===== src/rtl/byte_lane_loader_pkg.sv =====
// Shared definitions for the byte lane loader: FSM state encoding and
// lane geometry used by the loader and anything that consumes its lanes.
package byte_lane_loader_pkg;

    typedef enum logic {
        LOAD = 1'b0,
        EMIT = 1'b1
    } state_t;

    localparam int LANE_W    = 8;
    localparam int NUM_LANES = 4;
    localparam int HOLD_W    = 4;

endpackage


===== src/rtl/byte_lane_loader.sv =====
// Byte lane loader: collects four bytes into a lane register array, then
// walks a 2-bit select across the lanes (each value held EMIT_HOLD cycles)
// to drive a downstream 4:1 sign-extending mux.
// Optional feature: define FRAME_CNT_EN to add the 8-bit frame_count output.
module byte_lane_loader
    import byte_lane_loader_pkg::*;
#(
    parameter int EMIT_HOLD = 1
) (
    input  logic              clock,
    input  logic              reset_n,
    input  logic              flush,
    input  logic [LANE_W-1:0] in_data,
    input  logic              in_valid,
    output logic              in_ready,
    output logic [LANE_W-1:0] lane0,
    output logic [LANE_W-1:0] lane1,
    output logic [LANE_W-1:0] lane2,
    output logic [LANE_W-1:0] lane3,
    output logic [1:0]        select,
    output logic              sel_valid,
`ifdef FRAME_CNT_EN
    output logic [7:0]        frame_count,
`endif
    output logic              frame_done
);

    localparam logic [HOLD_W-1:0] HOLD_LAST = HOLD_W'(EMIT_HOLD - 1);

    state_t              state;
    state_t              state_next;
    logic [1:0]          byte_cnt;
    logic [HOLD_W-1:0]   hold_cnt;
    logic [LANE_W-1:0]   lanes [NUM_LANES];
    logic                accept;
    logic                last_step;

    assign accept = in_valid && in_ready;

    // State register; reset and flush both return the loader to LOAD.
    always_ff @(posedge clock) begin
        if (!reset_n || flush) begin
            state <= LOAD;
        end else begin
            state <= state_next;
        end
    end

    // Next-state and output decode, all outputs derived from registered state.
    always_comb begin
        state_next = state;
        in_ready   = 1'b0;
        sel_valid  = 1'b0;
        last_step  = 1'b0;
        case (state)
            LOAD: begin
                in_ready = 1'b1;
                if (in_valid && byte_cnt == 2'd3) begin
                    state_next = EMIT;
                end
            end
            EMIT: begin
                sel_valid = 1'b1;
                if (select == 2'd3 && hold_cnt == HOLD_LAST) begin
                    last_step  = 1'b1;
                    state_next = LOAD;
                end
            end
            default: begin
                state_next = LOAD;
            end
        endcase
        frame_done = last_step && reset_n && !flush;
    end

    // Lane fill, byte counter and select/hold sequencing. byte_cnt and
    // select both wrap to 0 naturally at the end of their sweeps.
    always_ff @(posedge clock) begin
        if (!reset_n || flush) begin
            byte_cnt <= '0;
            select   <= '0;
            hold_cnt <= '0;
            for (int i = 0; i < NUM_LANES; i++) begin
                lanes[i] <= '0;
            end
        end else begin
            if (accept) begin
                lanes[byte_cnt] <= in_data;
                byte_cnt        <= byte_cnt + 2'd1;
            end
            if (state == EMIT) begin
                if (hold_cnt == HOLD_LAST) begin
                    hold_cnt <= '0;
                    select   <= select + 2'd1;
                end else begin
                    hold_cnt <= hold_cnt + 4'd1;
                end
            end
        end
    end

`ifdef FRAME_CNT_EN
    // Completed-frame counter, wraps naturally at 255.
    always_ff @(posedge clock) begin
        if (!reset_n || flush) begin
            frame_count <= '0;
        end else if (frame_done) begin
            frame_count <= frame_count + 8'd1;
        end
    end
`endif

    assign lane0 = lanes[0];
    assign lane1 = lanes[1];
    assign lane2 = lanes[2];
    assign lane3 = lanes[3];

endmodule


===== config.mk =====
export PLATFORM = sky130hd
export DESIGN_NAME = byte_lane_loader
export DESIGN_NICKNAME = d
export VERILOG_FILES = /design/src/rtl/byte_lane_loader_pkg.sv /design/src/rtl/byte_lane_loader.sv
export SDC_FILE = /design/constraint.sdc
export NUM_CORES = 1
export LEC_CHECK = 0
export CAP_MARGIN = 30
export CORE_AREA = 4 4 71 57
export CTS_BUF_LIST = sky130_fd_sc_hd__clkbuf_4
export DETAILED_ROUTE_END_ITERATION = 7
export DIE_AREA = 0 0 75 61
export PLACE_DENSITY_LB_ADDON = 0.2
export SLEW_MARGIN = 20
export SYNTH_ARGS = -nofsm -noshare
export SYNTH_HDL_FRONTEND = slang
export SYNTH_SLANG_ARGS = --single-unit

===== constraint.sdc =====
create_clock -name clock -period 2.95 [get_ports clock]
set_input_delay 0.295 -clock clock [delete_from_list [all_inputs] [get_ports clock]]
set_output_delay 0.295 -clock clock [all_outputs]
set_load 0.005 [all_outputs]

======== Word level (Yosys, flattened, before mapping) ========
Memory sizes are Yosys's and may differ from the RTL's.
Index checks and enable logic that the tools add are counted.
word-level totals
  flip-flop bits (word level) ............. 9
  latch bits .............................. 0
  memory bits (writable) .................. 32
  ROM bits ................................ 0
  output and inout bits ................... 37
  word-level logic and storage cells ...... 38
  memories kept ........................... 1
cells by class
  add/sub/neg operators ................... 3
  $mul .................................... 0
  div/mod/pow operators ................... 0
  $lt $le $gt $ge ......................... 0
  eq/ne operators ......................... 2
  shift-type cells ........................ 0
  multiplexer cells ....................... 16
  bitwise operators ....................... 1
  reduce and logical (&&, ||, !) cells .... 11
memories
  memory  depth  bits a word  rd ports  clocked after memory_dff  write ports  line                    text
  lanes   4      8            4         0                         4            byte_lane_loader.sv:34  logic [LANE_W-1:0] lanes [NUM_LANES];
operators by type and width
  operator             count
  $mux 1               12
  $mux 8               1
  $reduce_or 8->1      1
  $logic_and 1x1->1    5
  $add 2x1->2 const B  2
  $add 4x1->4 const B  1
  $eq 2x2->1 const B   2
  $logic_not 4->1      1
  $mux 4               1
  $logic_not 1->1      2
  $mux 2               1
  $pmux 1 s2           1
  $reduce_and 2->1     1
  $logic_or 1x1->1     1
  $not 1->1            1

======== Longest topological paths before layout ========
Gate-level depths: netlist of run 1.
  depth in word-level cells ............... 7
  gate-level depth with buffers ........... 5
  mapped depth without buffers ............ 5

======== Worst setup path after synthesis of run 1 ========
No wires, ideal clock.
  path type ............................... register to register
  start point ............................. reg state
  end point ............................... mem lanes[3][0], enable pin
  setup time .............................. 0.384 ns
  arrival time ............................ 1.289 ns
  required time ........................... 2.566 ns
  slack ................................... 1.277 ns
  cell stages (with the launch flop) ...... 4
  buffers on the path ..................... 1
  period minus slack after synthesis ...... 1.673 ns
  cells stage by stage .................... dfxtp_1 -> buf_6 -> nand2b_1 -> o21ai_0
RTL lines
  item                    line                    text
  start, declared         byte_lane_loader.sv:30  state_t state;
  start signal, assigned  byte_lane_loader.sv:45  state <= state_next;
  end, declared           byte_lane_loader.sv:34

======== Worst setup path in the final report of run 1 ========
  start point ............................. reg hold_cnt[0]
  end point ............................... out frame_done
between the ends
  cells in the longest elaborated chain, start to end .. 6
ends and longest elaborated chain
  item                            line                    text
  start, declared                 byte_lane_loader.sv:33  logic [HOLD_W-1:0] hold_cnt;
  start signal, assigned          byte_lane_loader.sv:96  hold_cnt <= hold_cnt + 4'd1;
  $logic_not 4->1                 byte_lane_loader.sv:64  if (select == 2'd3 && hold_cnt == HOLD_LAST) begin
  $logic_and 1x1->1               byte_lane_loader.sv:64
  $mux 1                          byte_lane_loader.sv:64
  $mux 1                          byte_lane_loader.sv:55  case (state)
  $logic_and 1x1->1 (2 in a row)  byte_lane_loader.sv:73  frame_done = last_step && reset_n && !flush;
  end, declared                   byte_lane_loader.sv:25  output logic frame_done
Every way passes these cells.

==> results.json, run 1 <==
{
  "avgViaCountPerCell": 5.101,
  "post-route-min-period_ns": 2.238,
  "synthArstFlopShare_pct": 0,
  "p_int_uw": 895.8,
  "layout.nets": 193,
  "insertion_delay_ns": 0.34,
  "fin_ws_ns": 0.7117,
  "wl_um": 3492,
  "num_antenna_cells": 0,
  "antenna_found_initial": 0,
  "place_ws_ns": 0.7965,
  "outcome": "completed",
  "drt.antenna.violating_nets": 0,
  "final_common_cell": "clkdlybuf4s50_1",
  "drc": 0,
  "ir_drop_mv": 0.3215,
  "clkPwrFrac_pct": 32.2,
  "fp.dieW_um": 75,
  "synthFlopType": "edfxtp_1",
  "holdCritPathClass": "register to register",
  "die_area_um2": 4575,
  "p_leak_uw": 0.0008767,
  "cts_sinks": 41,
  "synth_area_per_cell_um2": 13.66,
  "maxSlewViolCount": 0,
  "yosysUniqueCellTypes": 30,
  "dr.pass1.iters": 4,
  "combinationalPowerShare_pct": 9.3,
  "grt_usage_pct": 17.08,
  "synth_edf_count": 32,
  "portBuffers": 48,
  "area_delta_synth_final_pct": 35.52,
  "p_sw_uw": 223.2,
  "critPathKind": "register to output port",
  "post-dp-hpwl_um": 2682,
  "max_freq_mhz": 446.8,
  "cts_tree": "yes",
  "globalplace.congestion": 0.7737,
  "wire_per_inst_um": 16.02,
  "slew_headroom_pct": 64.87,
  "clk_pin_slew_worst_paths_ns": 0.11,
  "drtIter0Drc": 120,
  "fin_crit_sh_pct": 75.88,
  "initial_core_util_pct": 51.88,
  "cp.required_ns": 2.65,
  "setup_tns_ns": 0,
  "vias": 1112,
  "syn_area_um2": 1694,
  "cts_resized": 0,
  "path_max_fanout": 5,
  "layout_common_cells": "clkdlybuf4s50_1, and2_1, edfxtp_1",
  "cts-root-buf": "clkbuf_4",
  "p_sw_share_pct": 19.95,
  "grt_pass1_vias": 1123,
  "fillers": 228,
  "die_y_um": 61,
  "ys_seq_area_share_pct": 67.36,
  "cp-end-kind": "output port",
  "drv_cap": 0,
  "drive_gt1_share_pct": 8.427,
  "h-tree-depth": 2,
  "tightest_slew_ns": 0.5250,
  "cp-start-kind": "register",
  "overflow": 0,
  "syn_inst": 124,
  "clk_path_buf_depth": 2,
  "grt_max_degree": 14,
  "core-area_um2": 3266,
  "synth-seq-cells": 41,
  "setup_violations": 0,
  "ctsHoldBuffers": 0,
  "rows": 18,
  "seqPwrFrac_pct": 58.5,
  "power_density_nw_per_um2": 487.4,
  "rsz0062_at_grt": "no",
  "grt_pass1_wl_um": 5478,
  "syn-num-nets": 140,
  "numCtsBuffers": 5,
  "arrival_ns": 1.94,
  "cts_setup_buffers": 0,
  "io_pins": 49,
  "finalClockSkew_ns": 0.008784,
  "yosysWarnings": 0,
  "final_hold_viol_count": 0
}
==> routing by layer <==
layer / track usage, % / vias up / wire (um)
li1: - / 537 / -
met2: 27.17 / 41 / 1635
met4: 3.046 / 0 / 27
met5: 0 / - / 0
met3: 6.788 / 5 / 284
met1: 22.55 / 529 / 1545
==> area by class of cell <==
| cell class | instances | area, um^2 | share of cell area [%] |
|---|---|---|---|
| Tap cell | 40 | 50.05 | 2.180 |
| Inverter | 4 | 15.01 | 0.6540 |
| Multi-Input combinational cell | 75 | 514.2 | 22.40 |
| Timing Repair Buffer | 50 | 495.5 | 21.58 |
| Clock inverter | 2 | 35.03 | 1.526 |
| Sequential cell | 41 | 1141 | 49.70 |
| Clock buffer | 6 | 45.04 | 1.962 |
==> registers in the layout, indices dropped and copies added, names as in the netlist <==
name / cells
select: 2
byte_cnt: 2
state: 1
hold_cnt: 4
lanes: 32
==> metrics by stage <==
step,total power (uW),instances,hold WS (ns),instance area [um^2],util (%)
finish,1119,218,0.5068,2296,70.31
floorplan,694.5,124,0.4687,1694,-
global route,1164,218,0.5437,2296,70.31
detailed placement,773.9,210,0.4887,2216,67.85
CTS,1128,218,0.5046,2296,70.31
global placement,770.1,210,0.4730,2216,67.85
==> worst max-delay path, stage by stage, from the launching register on <==
cell	delay, ns
dfxtp_1	0.42
inv_1	0.07
ha_1	0.22
and4bb_2	0.27
and3_1	0.19
clkdlybuf4s50_1	0.44
==> worst paths after layout <==
| path | cells past startpoint | slack, ns | start | endpoint |
|---|---|---|---|---|
| setup / recovery | 5 | 0.71 | hold_cnt[0] | frame_done |
| hold / removal | 2 | 0.51 | select[1] | select[1] |
| setup reg to reg | 3 | 1.14 | state | lanes[2][6] |
| hold reg to reg | 2 | 0.51 | select[1] | select[1] |
==> cell usage after synthesis (all sizes together), types with 2 or more instances <==
cell type,number,area [um^2]
nor2,7,33.78
edfxtp,32,960.9
nand2,6,22.52
inv,4,15.01
ha,4,50.05
and2,32,200.2
o21ai,2,10.01
buf,2,16.26
dfxtp,9,180.2
clkbuf,2,7.510
nand2b,3,18.77
and4bb,2,25.02
xnor2,2,17.52
a21oi,2,10.01
mux2i,2,20.02
==> kinds of logic (layout without fill, tap and decap cells) <==
kind of cell    count (synthesis)  after routing  share of synthesized area [%]
xor+xnor                        3              3                          1.551
compound gates                  7              7                          2.733
flops                          41             41                          67.36
simple gates                   59             59                          21.94
buf+inv                         8             62                          2.289
fa+ha+maj                       4              4                          2.954
mux                             2              2                          1.182
==> power groups by stage <==
stage	clock network (uW)	registers (uW)	logic [uW]
2_1_floorplan	0	671	24.0
3_3_place_gp	0	667	103
3_5_place_dp	0	669	105
4_1_cts	367	656	105
5_1_grt	394	658	112
6_report	360	655	104
No activity file was read; power rests on OpenSTA's default activity.
==> run 2, diff against run 1 <==
--- a/config.mk
+++ b/config.mk
@@ -6,10 +6,10 @@
 export NUM_CORES = 1
 export LEC_CHECK = 0
 export CAP_MARGIN = 30
-export CORE_AREA = 4 4 71 57
+export CORE_AREA = 4 4 77 61
 export CTS_BUF_LIST = sky130_fd_sc_hd__clkbuf_4
 export DETAILED_ROUTE_END_ITERATION = 7
-export DIE_AREA = 0 0 75 61
+export DIE_AREA = 0 0 81 65
 export PLACE_DENSITY_LB_ADDON = 0.2
 export SLEW_MARGIN = 20
 export SYNTH_ARGS = -nofsm -noshare
==> constraint.sdc (replaced) <==
create_clock -name clock -period 1.81 [get_ports clock]
set_input_delay 0.181 -clock clock [delete_from_list [all_inputs] [get_ports clock]]
set_output_delay 0.181 -clock clock [all_outputs]
set_load 0.005 [all_outputs]
==> run 2 against run 1 <==
Against the previous run: worst hold slack improved by 0.023 ns; critical path depth unchanged; cell area increased by 4.7%; global-route usage decreased by 2.3 points; register-to-register slack got worse by 0.86 ns; critical path type unchanged; clock power increased by 61%; critical endpoint unchanged; first-iteration DRC count decreased by 18%; highest routed layer unchanged; cell count increased by 11%.
==> results.json, run 2 (synthesized netlist as in run 1, its figures left out) <==
{
  "grt_pass1_wl_um": 5658,
  "layout.nets": 203,
  "seqPwrFrac_pct": 58.4,
  "vias": 1149,
  "place_area_um2": 2307,
  "insertion_delay_ns": 0.35,
  "setup_violations": 0,
  "reg_top3": "lanes: 32 flops, hold_cnt: 4 flops",
  "grt_max_degree": 14,
  "finalClockSkew_ns": 0.004015,
  "ctsHoldBuffers": 0,
  "largest_register": "lanes",
  "rows": 20,
  "max_freq_mhz": 571.7,
  "critPathKind": "register to output port",
  "ir_drop_mv": 0.4937,
  "grt_pass1_vias": 1114,
  "fp.dieW_um": 81,
  "core-area_um2": 3954,
  "num_antenna_cells": 0,
  "combinationalPowerShare_pct": 9.9,
  "post-dp-hpwl_um": 2659,
  "numCtsBuffers": 5,
  "area_delta_synth_final_pct": 41.95,
  "post-route-cell-area_um2": 2405,
  "path_max_fanout": 3,
  "io_pins": 49,
  "r2r_setup_slack_ns": 0.28,
  "wl_um": 3545,
  "drive_gt1_share_pct": 14.36,
  "largest_reg_flops": 32,
  "clkPwrFrac_pct": 31.7,
  "outcome": "completed",
  "h-tree-depth": 2,
  "wire_per_inst_um": 14.59,
  "clk_pin_slew_worst_paths_ns": 0.11,
  "cp-end-kind": "output port",
  "maxSlewViolCount": 0,
  "dr.pass1.iters": 4,
  "arrival_ns": 1.57,
  "post-route-min-period_ns": 1.749,
  "clk_path_buf_depth": 2,
  "power_density_nw_per_um2": 759.4,
  "portBuffers": 48,
  "drv_cap": 0,
  "setup_tns_ns": 0,
  "drtIter0Drc": 98,
  "die_y_um": 65,
  "die_area_um2": 5265,
  "antenna_found_initial": 0,
  "cp.required_ns": 1.63,
  "p_sw_share_pct": 20.53,
  "final_hold_viol_count": 0,
  "tightest_slew_ns": 0.3667,
  "drc": 0,
  "drt.antenna.violating_nets": 0,
  "fin_crit_sh_pct": 96.63,
  "fillers": 340,
  "grt_usage_pct": 14.79,
  "utilization_pct": 60.82,
  "cts_tree": "yes",
  "cp-start-kind": "register",
  "initial_core_util_pct": 42.85,
  "overflow": 0,
  "p_sw_uw": 375.0,
  "layout_common_cells": "clkdlybuf4s50_1, and2_1, edfxtp_1",
  "cts-root-buf": "clkbuf_4",
  "slew_headroom_pct": 75.46,
  "cts_sinks": 41,
  "holdCritPathClass": "register to register",
  "final_common_cell": "clkdlybuf4s50_1",
  "p_int_uw": 1451,
  "globalplace.congestion": 0.7764,
  "p_leak_uw": 0.0009314,
  "avgViaCountPerCell": 4.728,
  "rsz0062_at_grt": "no"
}
-- run 2: worst paths after layout --
| path | startpoint | to | cells past startpoint |
|---|---|---|---|
| max reg2reg | state | lanes[0][5] | 2 |
| max | hold_cnt[0] | frame_done | 5 |
| min | hold_cnt[2] | hold_cnt[2] | 2 |
| min reg2reg | hold_cnt[2] | hold_cnt[2] | 2 |
-- run 2: area by class of cell --
cell class	instances	area (um^2)	area share (%)
inverters	4	15.01	0.6243
well taps	55	68.82	2.862
clock buffers	5	37.54	1.561
repair buffers	60	581.8	24.19
multi-input cells	75	516.7	21.49
clock inverters	3	41.29	1.717
flip-flops and latches	41	1144	47.55
-- run 2: stage by stage --
step / total power, uW / hold slack [ns] / instances / worst slack, ns
3_5_place_dp: 1272 / 0.5048 / 233 / 0.04708
3_3_place_gp: 1269 / 0.4646 / 233 / 0.07069
2_1_floorplan: 1132 / 0.3792 / 124 / 0.1372
5_1_grt: 1905 / 0.5554 / 243 / 0.001846
6_report: 1826 / 0.5298 / 243 / 0.06091
4_1_cts: 1845 / 0.5215 / 243 / 0.03477
-- run 2: timing repair --
item / 4_1_cts / 5_1_grt
setup endpoints to repair: 1 / 0
buffers inserted: 2 / 0
gates resized for setup: 4 / 0
-- run 2: worst max-delay path, cell delays in order (launching register included) --
cell and delay (ns):
dfxtp_2 0.35, inv_1 0.04, ha_2 0.18, and4bb_2 0.23
and3_1 0.17, dlygate4sd2_1 0.26
-- run 2: layer usage --
layer	vias to the layer above	GRT usage, %	routed length [um]
li1	561	-	-
met1	544	19.10	1628
met2	36	22.13	1603
met3	8	5.972	248
met4	0	5.696	65
met5	-	0	0
-- run 2: power groups by stage --
| stage | Clock [uW] | Sequential [uW] | Combinational (uW) |
|---|---|---|---|
| after floorplan | 0 | 1090 | 39.0 |
| after global placement | 0 | 1090 | 180 |
| after detailed placement | 0 | 1090 | 184 |
| after CTS | 593 | 1070 | 185 |
| after global routing | 636 | 1070 | 197 |
| final | 578 | 1070 | 182 |
